**src/rtl/mem_sram_ctrl.sv**
```systemverilog
// MEM-stage data-memory controller: each 32-bit load/store becomes two 16-bit SRAM accesses,
// stalling the pipeline via ready. Define MEM_READ_CACHE_EN to add a one-entry load cache.
module mem_sram_ctrl #(
  parameter int unsigned BASE_ADDR     = 1024,
  parameter int unsigned ACCESS_CYCLES = 2,
  parameter int unsigned SRAM_AW       = 18
) (
  input  logic               clk,
  input  logic               reset,
  input  logic               mem_r_en,
  input  logic               mem_w_en,
  input  logic [31:0]        alu_result,
  input  logic [31:0]        st_val,
  output logic               ready,
  output logic [31:0]        rdata,
  output logic [SRAM_AW-1:0] sram_addr,
  output logic [15:0]        sram_dq_out,
  output logic               sram_dq_oe,
  input  logic [15:0]        sram_dq_in,
  output logic               sram_we_n
);

  localparam int unsigned WA_W  = SRAM_AW - 1;
  localparam int unsigned CNT_W = 4;
  localparam logic [CNT_W-1:0] LAST_PHASE = CNT_W'(ACCESS_CYCLES - 1);

  typedef enum logic [1:0] {IDLE, LO, HI, DONE} state_t;

  state_t             state_q, state_d;
  logic [CNT_W-1:0]   cnt_q, cnt_d;
  logic [WA_W-1:0]    wa_q, wa_d, wa_c;
  logic [31:0]        st_q, st_d;
  logic               store_q, store_d;
  logic [31:0]        rdata_q, rdata_d;
  logic [SRAM_AW-1:0] addr_q, addr_d;
  logic [15:0]        dq_q, dq_d;
  logic               oe_q, oe_d;
  logic               we_n_q, we_n_d;
  logic               req, last, hit;

  assign req  = mem_r_en | mem_w_en;
  assign wa_c = WA_W'((alu_result - 32'(BASE_ADDR)) >> 2);
  assign last = (cnt_q == LAST_PHASE);

`ifdef MEM_READ_CACHE_EN
  logic            cache_valid_q, cache_valid_d;
  logic [WA_W-1:0] cache_tag_q, cache_tag_d;
  logic [31:0]     cache_data_q, cache_data_d;

  // A load hit completes in IDLE without touching the SRAM
  assign hit   = (state_q == IDLE) && mem_r_en && !mem_w_en && cache_valid_q &&
                 (cache_tag_q == wa_c);
  assign rdata = hit ? cache_data_q : rdata_q;

  always_comb begin
    cache_valid_d = cache_valid_q;
    cache_tag_d   = cache_tag_q;
    cache_data_d  = cache_data_q;
    if (state_q == DONE) begin
      if (!store_q) begin
        cache_valid_d = 1'b1;
        cache_tag_d   = wa_q;
        cache_data_d  = rdata_q;
      end else if (cache_valid_q && (cache_tag_q == wa_q)) begin
        cache_data_d  = st_q;
      end
    end
  end

  always_ff @(posedge clk) begin
    if (!reset) begin
      cache_valid_q <= 1'b0;
      cache_tag_q   <= '0;
      cache_data_q  <= '0;
    end else begin
      cache_valid_q <= cache_valid_d;
      cache_tag_q   <= cache_tag_d;
      cache_data_q  <= cache_data_d;
    end
  end
`else
  assign hit   = 1'b0;
  assign rdata = rdata_q;
`endif

  assign ready       = !reset || (state_q == DONE) || ((state_q == IDLE) && (!req || hit));
  assign sram_addr   = addr_q;
  assign sram_dq_out = dq_q;
  assign sram_dq_oe  = oe_q;
  assign sram_we_n   = we_n_q;

  // Next state; SRAM pins are registered from the state being entered so they line up with it
  always_comb begin
    state_d = state_q;
    cnt_d   = cnt_q;
    wa_d    = wa_q;
    st_d    = st_q;
    store_d = store_q;
    rdata_d = rdata_q;
    addr_d  = addr_q;
    dq_d    = dq_q;
    oe_d    = 1'b0;
    we_n_d  = 1'b1;
    unique case (state_q)
      IDLE: begin
        if (req && !hit) begin
          wa_d    = wa_c;
          st_d    = st_val;
          store_d = mem_w_en;
          cnt_d   = '0;
          state_d = LO;
          addr_d  = {wa_c, 1'b0};
          we_n_d  = !mem_w_en;
          oe_d    = mem_w_en;
          if (mem_w_en) dq_d = st_val[15:0];
        end
      end
      LO: begin
        we_n_d = !store_q;
        oe_d   = store_q;
        if (last) begin
          cnt_d   = '0;
          state_d = HI;
          addr_d  = {wa_q, 1'b1};
          if (store_q) dq_d = st_q[31:16];
          else         rdata_d[15:0] = sram_dq_in;
        end else begin
          cnt_d = cnt_q + CNT_W'(1);
        end
      end
      HI: begin
        if (last) begin
          cnt_d   = '0;
          state_d = DONE;
          if (!store_q) rdata_d[31:16] = sram_dq_in;
        end else begin
          we_n_d = !store_q;
          oe_d   = store_q;
          cnt_d  = cnt_q + CNT_W'(1);
        end
      end
      DONE: begin
        state_d = IDLE;
      end
      default: state_d = IDLE;
    endcase
  end

  always_ff @(posedge clk) begin
    if (!reset) begin
      state_q <= IDLE;
      cnt_q   <= '0;
      wa_q    <= '0;
      st_q    <= '0;
      store_q <= 1'b0;
      rdata_q <= '0;
      addr_q  <= '0;
      dq_q    <= '0;
      oe_q    <= 1'b0;
      we_n_q  <= 1'b1;
    end else begin
      state_q <= state_d;
      cnt_q   <= cnt_d;
      wa_q    <= wa_d;
      st_q    <= st_d;
      store_q <= store_d;
      rdata_q <= rdata_d;
      addr_q  <= addr_d;
      dq_q    <= dq_d;
      oe_q    <= oe_d;
      we_n_q  <= we_n_d;
    end
  end

endmodule
```
**config.mk**
```make
export PLATFORM = sky130hd
export DESIGN_NAME = mem_sram_ctrl
export DESIGN_NICKNAME = d
export VERILOG_FILES = /design/src/rtl/mem_sram_ctrl.sv
export SDC_FILE = /design/constraint.sdc
export NUM_CORES = 1
export LEC_CHECK = 0
export ABC_AREA = 1
export CAP_MARGIN = 25
export CORE_UTILIZATION = 46
export DETAILED_ROUTE_END_ITERATION = 16
export PLACE_DENSITY = 0.8
export SYNTH_ARGS = -nofsm -noshare
export SYNTH_HDL_FRONTEND = slang
export SYNTH_SLANG_ARGS = --single-unit
```
**constraint.sdc**
```tcl
create_clock -name clk -period 1.9 [get_ports clk]
set_input_delay 0.285 -clock clk [delete_from_list [all_inputs] [get_ports clk]]
set_output_delay 0.285 -clock clk [all_outputs]
set_load 0.1 [all_outputs]
```
==> key figures <==
Critical path
  – Crit path max-delay family: buffers and inverters
  – R2R depth: 8
  – Crit path kind: reg -> out
  – Slowest stage delay, CP: 0.34 ns
  – Worst setup SP type: register
  – Crit end category: output port
  – Cell Chain, Critical Path: inv_1, ha_4, nand2_2, nand2_1, buf_12
  – Max Fanout on Critical Path: 5
  – Total buffers and inverters traversed by the critical path: 2
  – CP arrival: 1.51 ns
  – R2R Setup Slk: about 0.14 ns
  – Slowest cell on the critical path: dfxtp_1
  – RR Startpoint: state_q[1]$_SDFFE_PN0P_
  – R2R Path End: sram_dq_out[5]$_SDFFE_PN0P_
  – Req. time, crit path: roughly 1.6 ns

Flow run
  – Max_cap viols: 0

Min path
  – Hold path depth: 3
  – Worst Hold End: cnt_q[1]$_SDFFE_PN0P_
  – Worst min-delay path class: in -> reg
  – Worst Hold Launch: reset

Routing
  – DR vias: 4,480
  – Post-route DRC: 0
  – Vias per Instance: just under 5
  – DRT antenna net count: 0
  – Initial DRC count: about 180
  – WL per Instance: around 13 um
  – Drt first pass iters: 4
  – Routed wire length: roughly 12,000 um

Timing
  – Skew final: approximately 0.012 ns
  – Fmax: approximately 0.56 GHz
  – Post-layout min period: about 1.8 ns
  – Period utilization: between 90% and 100%
  – Slew @ Worst Pin: ~0.5 ns
  – RSZ-0062 raised after global routing: true
  – Final hold vios: 0
  – Worst hold margin: between 0.3 and 0.4 ns
  – Final Slew Violations: 0
  – Final setup fails: 0
  – Total negative setup slack: 0 ns
  – Slew margin rel.: approximately two thirds

Logic synthesis
  – Yosys Warn Count: 0
  – EDFF count, synth: 0
  – Yosys top cell area share: 45.7%
  – Synth Instances: 653
  – Top FF cell, synth: dfxtp_1
  – Synthesized area per cell: 7.25 um^2
  – Synth Cell Area: between 4000 and 5000 um^2
  – Yosys cell types: 28
  – Sequential area share after synthesis: between 40 and 50%
  – Synth Register Bits: 108
  – Area contributors post-synth: dfxtp_1, nor2_1, o21ai_0
  – Synth Net Count: approximately 750
  – Ys async rst share: 0%
  – Most area-hungry cell type in the Yosys netlist: dfxtp_1

Floorplanning
  – Die Wd: about 100 um
  – Core Area: slightly below 10,000 um^2
  – Die height: 103 um
  – Initial core utilization: around 48%
  – Total die area: ~11,000 um^2
  – # rows: 36
  – I/O Pins: 153

Global route
  – Total gr overflow: 0
  – Initial antenna violation count: 0
  – Number of global-route vias before repair: 4,256
  – Gr usage total: a little under a quarter
  – Largest net degree at the start of global routing: 100
  – First-pass GRT wire length: between 15,000 and 20,000 um

Finish
  – Antenna diodes: 0
  – Area growth from synthesis to layout: 33.1%
  – Layout cell share with drive strength beyond 1: roughly 15%
  – Fin area: 6300 um^2
  – Nets: around 900

Placement
  – Post-detail-place hpwl: 8460 um
  – DP Area: 6120 um^2
  – IO Port Bufs: roughly 140
  – Placer Congestion: 0.861

Clocking
  – Inserted Clock Buffers: 9
  – Clk_lat worst skew: roughly 0.37 ns
  – TritonCTS clock tree: built
  – Root buf cell: clkbuf_8
  – # H-tree levels: 3
  – Cts hold-fix bufs: 0
  – Worst-path clk slew: ~0.090 ns
  – Clock Sinks: between 100 and 150
  – CTS max path bufs: 2

Power
  – Peak VDD IR: 1130 uV
  – PD cells: just under 2000 nW/um^2
  – Leak: slightly below 0.003 uW

Status
  – Status: completed
-- tightest hold or removal path, cell delays in order --
cell and delay [ns]:
buf_2 0.11, inv_1 0.14, nor2_1 0.12
-- cell families after synthesis --
logic type / count (synthesis) / share of synthesized area, %
flops: 108 / 45.7
compound gates: 119 / 12.8
buf+inv: 92 / 8.37
fa+ha+maj: 8 / 2.11
xor+xnor: 2 / 0.370
mux: 16 / 3.38
simple gates: 308 / 27.3
-- per-stage QoR --
stage	power [uW]	setup WS, ns	util, %	cells
2_1_floorplan	9220	0.127	-	653
3_3_place_gp	10900	0.143	62.0	904
3_5_place_dp	11000	0.0957	62.0	904
4_1_cts	12300	0.00556	63.8	920
5_1_grt	13000	-0.0197	63.9	920
6_report	12200	0.108	63.9	920
-- area by class of cell --
cell class	count	area (um^2)
fillers	887	3560
multi-input cells	453	2190
flip-flops and latches	108	2160
repair buffers	152	1390
inverters	58	218
well taps	133	166
clock buffers	12	145
clock inverters	4	25.0
-- Yosys cell counts, types with 4 or more instances --
cell type and count:
nor2_1 153, o21ai_0 82, nor2_4 4, buf_2 13
dfxtp_1 108, inv_1 58, ha_1 8, nand3_1 30
nand2_1 107, a21oi_1 33, mux2i_1 16, clkbuf_1 11
-- power by group --
group          internal, uW  switching, uW
registers              2970            372
clock network           510            750
logic                  2060           5570
-- how the worst max path moves through the flow --
stage	startpoint	end	slack [ns]	cells past startpoint
2_1_floorplan	state_q[0]$_SDFFE_PN0P_	ready	0.13	4
3_3_place_gp	mem_r_en	wa_q[13]$_SDFFE_PN0P_	0.14	7
3_5_place_dp	mem_w_en	wa_q[11]$_SDFFE_PN0P_	0.1	7
4_1_cts	state_q[1]$_SDFFE_PN0P_	ready	0.006	5
5_1_grt	state_q[1]$_SDFFE_PN0P_	sram_dq_out[3]$_SDFFE_PN0P_	-0.02	8
6_report	state_q[0]$_SDFFE_PN0P_	ready	0.11	5
-- cell usage in the layout (no fill, tap or decap), drive strengths merged --
cell	Yosys	layout
clkdlybuf4s50	0	67
nand3	31	31
buf	22	85
nor3b	1	1
clkinv	0	2
dfxtp	108	108
nand2	111	111
inv	58	58
o211ai	2	2
nor2	158	158
clkinvlp	0	2
nor3	3	3
o21bai	2	2
xor2	2	2
mux2i	16	16
clkbuf	12	12
a21oi	33	33
or2	4	4
ha	8	8
o21ai	82	82
-- per-layer routing --
metal  GRT usage [%]  wire [um]  vias up  share of wire (%)
met5               0          0        -                  0
met4            10.5        267        0                2.3
met3            3.36        427       21                3.6
met2            41.0       6020      102                 51
met1            27.0       5090     2039                 43
li1                -          -     2318                  -
-- flip-flops by register name (all words and copies together), names as in the netlist --
name,flops
sram_addr,18
wa_q,17
rdata,32
store_q,1
st_q,16
cnt_q,4
sram_dq_out,16
state_q,2
sram_we_n,1
sram_dq_oe,1
-- timing repair --
action	CTS	global route
endpoints found under the setup margin	1	3
setup buffers	0	0
resized for setup	1	2
Power figures use the tool's default switching activity.
